File: config.mk
export PLATFORM = sky130hd
export DESIGN_NAME = pll_clk_monitor
export DESIGN_NICKNAME = d
export VERILOG_FILES = /design/src/rtl/pll_clk_monitor.sv
export SDC_FILE = /design/constraint.sdc
export NUM_CORES = 1
export LEC_CHECK = 0
export BUFFER_PORTS_ARGS = -buffer_cell sky130_fd_sc_hd__buf_2
export CORE_MARGIN = 2
export CORE_UTILIZATION = 62
export CTS_CLUSTER_DIAMETER = 200
export DETAILED_ROUTE_END_ITERATION = 12
export GPL_TIMING_DRIVEN = 1
export PLACE_DENSITY = 0.86
export SYNTH_ARGS = -nofsm -noshare
export SYNTH_HDL_FRONTEND = slang
export SYNTH_SLANG_ARGS = --single-unit
export TNS_END_PERCENT = 100
File: constraint.sdc
create_clock -name clk -period 4.1 [get_ports clk]
set_input_delay 0.82 -clock clk [delete_from_list [all_inputs] [get_ports clk]]
set_output_delay 0.82 -clock clk [all_outputs]
set_load 0.005 [all_outputs]
File: src/rtl/pll_clk_monitor.sv
// Lock-qualified clock monitor: synchronizes and debounces PLL lock, runs NUM_CH divided clocks, counts lock losses.
// Optional build macro PLL_MON_HEARTBEAT_EN adds a blinking heartbeat counter; otherwise heartbeat mirrors clk_ready.
module pll_clk_monitor #(
  parameter int NUM_CH        = 4,
  parameter int DIV_W         = 8,
  parameter int STABLE_CYCLES = 1024,
  parameter int LOSS_W        = 8,
  parameter int HB_W          = 24
) (
  input  logic                    clk,
  input  logic                    reset_n,
  input  logic                    pll_lock,
  input  logic [NUM_CH*DIV_W-1:0] div_half,
  input  logic [NUM_CH-1:0]       ch_en,
  output logic                    clk_ready,
  output logic [NUM_CH-1:0]       div_out,
  output logic [LOSS_W-1:0]       lock_loss_cnt,
  output logic                    heartbeat
);

  localparam int SET_W = (STABLE_CYCLES > 2) ? $clog2(STABLE_CYCLES) : 1;
  localparam logic [SET_W-1:0] SET_MAX = SET_W'(STABLE_CYCLES - 1);

  typedef enum logic [1:0] {ST_UNLOCKED, ST_SETTLE, ST_READY} state_t;

  state_t              r_state;
  state_t              w_state_nxt;
  logic [1:0]          r_sync;
  logic                w_lock_s;
  logic [SET_W-1:0]    r_settle;
  logic                r_clk_ready;
  logic [LOSS_W-1:0]   r_loss;
  logic                w_ready_nxt;
  logic                w_loss_evt;
  logic                w_run_ok;
  logic [NUM_CH-1:0]   r_div;

  assign w_lock_s = r_sync[1];

  always_ff @(posedge clk or negedge reset_n) begin
    if (!reset_n) begin
      r_sync   <= 2'b00;
      r_state  <= ST_UNLOCKED;
      r_settle <= '0;
    end else begin
      r_sync  <= {r_sync[0], pll_lock};
      r_state <= w_state_nxt;
      if (r_state != ST_SETTLE)
        r_settle <= '0;
      else if (r_settle != SET_MAX)
        r_settle <= r_settle + SET_W'(1);
    end
  end

  // A lock drop is checked first so it always beats settle completion.
  always_comb begin
    w_state_nxt = r_state;
    case (r_state)
      ST_UNLOCKED: if (w_lock_s) w_state_nxt = ST_SETTLE;
      ST_SETTLE: begin
        if (!w_lock_s)
          w_state_nxt = ST_UNLOCKED;
        else if (r_settle == SET_MAX)
          w_state_nxt = ST_READY;
      end
      ST_READY: if (!w_lock_s) w_state_nxt = ST_UNLOCKED;
      default: w_state_nxt = ST_UNLOCKED;
    endcase
  end

  always_comb begin
    w_ready_nxt = (w_state_nxt == ST_READY);
    w_loss_evt  = (r_state == ST_READY) && (w_state_nxt == ST_UNLOCKED);
    w_run_ok    = (r_state == ST_READY) && (w_state_nxt == ST_READY);
  end

  always_ff @(posedge clk or negedge reset_n) begin
    if (!reset_n) begin
      r_clk_ready <= 1'b0;
      r_loss      <= '0;
    end else begin
      r_clk_ready <= w_ready_nxt;
      if (w_loss_evt && (r_loss != {LOSS_W{1'b1}}))
        r_loss <= r_loss + LOSS_W'(1);
    end
  end

  // The >= compare lets a shrinking half-period take effect on the very next edge.
  for (genvar g = 0; g < NUM_CH; g++) begin : g_ch
    logic [DIV_W-1:0] r_cnt;
    logic             w_run;
    assign w_run = w_run_ok && ch_en[g];
    always_ff @(posedge clk or negedge reset_n) begin
      if (!reset_n) begin
        r_cnt    <= '0;
        r_div[g] <= 1'b0;
      end else if (!w_run) begin
        r_cnt    <= '0;
        r_div[g] <= 1'b0;
      end else if (r_cnt >= div_half[g*DIV_W +: DIV_W]) begin
        r_cnt    <= '0;
        r_div[g] <= ~r_div[g];
      end else begin
        r_cnt <= r_cnt + DIV_W'(1);
      end
    end
  end

`ifdef PLL_MON_HEARTBEAT_EN
  logic [HB_W-1:0] r_hb;
  always_ff @(posedge clk or negedge reset_n) begin
    if (!reset_n)
      r_hb <= '0;
    else if (r_clk_ready)
      r_hb <= r_hb + HB_W'(1);
    else
      r_hb <= '0;
  end
  assign heartbeat = r_hb[HB_W-1];
`else
  logic [HB_W-1:0] w_hb_solid;
  assign w_hb_solid = {HB_W{r_clk_ready}};
  assign heartbeat  = w_hb_solid[HB_W-1];
`endif

  assign clk_ready     = r_clk_ready;
  assign div_out       = r_div;
  assign lock_loss_cnt = r_loss;

endmodule

==> qor.txt <==
Root buffer cell -> clkbuf_8
Rel. slew slack -> 46.40%
Post-synth top flop -> dfrtp_1
Cell-internal power -> 961.3 uW
Top post-synthesis cells by area -> dfrtp_1 (42%), ha_1 (14%), nor2_1 (6.0%), xor2_1 (6.0%), inv_1 (4.2%)
Tmin final -> 2.033 ns
Hold path depth -> 0
Gate Count Post-Synth -> 341
Core area -> 5473 sq um
Final ANT Viol Nets -> 0
Detailed-route DRC error count -> 0
Die area -> 6255 sq um
Synth Area per Inst -> 10.25 sq um
CTS resizes -> 0
Synth Net Count -> 418
Critical path capture point type -> register
CTS Buf Count -> 9
Sequential power share -> 48.2%
Post-synthesis sequential area ratio -> 42.23%
Clk sinks -> 59
Max Clk Rate -> 491.9 MHz
Final #Nets -> 477
Arrival time worst endpoint -> 2.29 ns
Startpoint types -> input pin
First drt pass iteration count -> 4
Hold Path Class -> register to register
PwrDens -> 305.5 nW/um^2
Total gr overflow -> 0
RR Startpoint -> g_ch[3].r_cnt[0]$_DFF_PN0_
Die Y -> 79.09 um
N_diodes -> 0
Worst-case reg-to-reg path depth -> 7
Outcome -> complete, no violations
Max Cap Viol -> 0
DR WL/cell -> 13.00 um
Top-area cell type share of the netlist area -> 42.23%
Final Max Slew Viols -> 0
Antenna violations before repair -> 0
CTS tree -> done
Fillers -> 401
Fin util -> 73.25%
DRT iter0 DRCs -> 120
Worst Hold Endpoint -> r_sync[1]$_DFF_PN0_
Synth warn -> 0
Initial Util -> 63.88%
Switch share -> 21.51%
Reg area -> 1476 sq um
Layout area overhead -> 14.67%
Vias in the first global route -> 2566
Combinational Power Share -> 6.3%
Share of layout cells above drive strength 1 -> 20.99%
Worst Skew -> 0.009163 ns
First-pass GRT wire length -> 10960 um
Hold Buf Count CTS -> 0
RePlAce Congestion -> 0.7847
Synth cell types -> 33
Number of synthesized flops with an enable pin -> 0
Yosys reg bits -> 59
RR Endpoint -> g_ch[3].r_cnt[7]$_DFF_PN0_
Hold Crit Start -> r_sync[0]$_DFF_PN0_
Share of synthesized registers carrying an async set or reset -> 100.0%
Least-Margin Pin Slew -> 0.8041 ns
Row count -> 27
Clk slew on worst S/H paths -> 0.06 ns
Hold violation total from the final report -> 0
Most frequent cell after synthesis -> dfrtp_1
Top cells by count, synth -> dfrtp_1 (59), nor2_1 (56), inv_1 (39)
Final setup TNS -> 0 ns
Postcts setup bufs -> 0
DIE WIDTH -> 79.09 um
Setup Crit Path Kind -> input pin to register
CTS HTree Levels -> 3
Via/cell ratio -> 5.294
R2R Setup Slk -> 2.15 ns
Synth area leader -> dfrtp_1
Ports -> 53
Max Root-Sink Buffers -> 2
Multi-input logic area -> 1821 sq um
Final Cycle Share -> 49.58%
Port bufs -> 52
Maximum fanout along the worst path -> 8
Post-DP HPWL -> 4730 um
Pleak -> 2.062 nW
CP required -> 4.36 ns
Total Wirelength -> 6199 um
Post-Syn Area -> 3496 sq um
Clk pwr share -> 45.5%
Via count -> 2525
Total track usage -> 22.71%
NetSw -> 263.5 uW
Largest net degree at the start of global routing -> 39
Clk_lat worst skew -> 0.34 ns
Worst VDD drop -> 0.3227 mV
RSZ-0062 raised after global routing -> no
Final Setup Violations -> 0
-- power by group through the flow --
stage	clock, mW	sequential [mW]	combinational, mW
global placement	0	0.600	0.0737
global route	0.596	0.590	0.0883
finish	0.558	0.590	0.0767
detailed placement	0	0.601	0.0782
CTS	0.570	0.590	0.0787
floorplan	0	0.600	0.0414
-- state kept, by name (all words and copies together), names as in the netlist --
name	flops
div_out	4
lock_loss_cnt	8
r_settle	10
clk_ready	1
r_sync	2
r_state	2
g_ch.r_cnt	32
-- logic make-up after synthesis --
kind of cell / Yosys count / share of synthesized area, %
simple gates: 124 / 17.82
xor+xnor: 40 / 10.02
compound gates: 33 / 9.735
flops: 59 / 42.23
mux: 3 / 0.8948
fa+ha+maj: 38 / 13.60
buf+inv: 44 / 5.691
-- routing by layer --
layer | track usage, % | wire length (um) | vias up | share of wire [%]
met1 | 27.68 | 2671 | 1190 | 43
met2 | 37.71 | 3062 | 58 | 49
met4 | 11.55 | 132 | 0 | 2.1
li1 | - | - | 1263 | -
met5 | 0 | 0 | - | 0
met3 | 5.341 | 332 | 14 | 5.4
-- how the worst max path moves through the flow --
| stage | cells past startpoint | slack [ns] | to | startpoint |
|---|---|---|---|---|
| after floorplan | 7 | 1.93 | g_ch[0].r_cnt[2]$_DFF_PN0_ | div_half[0] |
| after global placement | 7 | 1.75 | g_ch[1].r_cnt[3]$_DFF_PN0_ | div_half[8] |
| after detailed placement | 7 | 1.71 | g_ch[3].r_cnt[6]$_DFF_PN0_ | div_half[24] |
| after CTS | 7 | 2.07 | g_ch[3].r_cnt[7]$_DFF_PN0_ | div_half[24] |
| after global routing | 7 | 1.98 | g_ch[3].r_cnt[2]$_DFF_PN0_ | g_ch[3].r_cnt[0]$_DFF_PN0_ |
| final | 7 | 2.07 | g_ch[3].r_cnt[7]$_DFF_PN0_ | div_half[24] |
-- metrics by stage --
stage | setup slack, ns | area [sq um] | total power, mW | std cells | hold slack (ns)
2_1_floorplan | 1.928 | 3496 | 0.6410 | 341 | 0.3312
3_3_place_gp | 1.747 | 3801 | 0.6740 | 461 | 0.3334
3_5_place_dp | 1.714 | 3801 | 0.6789 | 461 | 0.3365
4_1_cts | 2.067 | 4009 | 1.238 | 477 | 0.3476
5_1_grt | 1.977 | 4009 | 1.274 | 477 | 0.3509
6_report | 2.067 | 4009 | 1.225 | 477 | 0.3543
-- worst max-delay path: stages --
cell	delay (ns)
buf_2	0.10
ha_1	0.27
nand2b_4	0.15
a2111oi_4	0.35
o31ai_2	0.12
or2_1	0.33
nor2_1	0.16
-- cell usage in the layout, fill, tap and decap left out, types with 5 or more instances in the layout --
cell      synthesis  routed
dfrtp_1          59      59
inv_1            39      39
nand2_1           7       7
xnor2_1          16      16
and3_1            8       8
a21oi_1           5       5
ha_1             38      38
nand3_1          27      27
o21a_1            8       8
clkbuf_8          0       9
nand4_1           7       7
xor2_1           24      24
buf_2             0      52
nor2_1           56      56
-- layout make-up --
type	instances	area share, %
timing repair buffer	53	6.679
multi-input combinational	238	45.41
clock inverter	6	1.998
inverter	39	3.652
tap	72	2.247
sequential	59	36.83
clock buffer	10	3.184
Power figures use the tool's default switching activity.
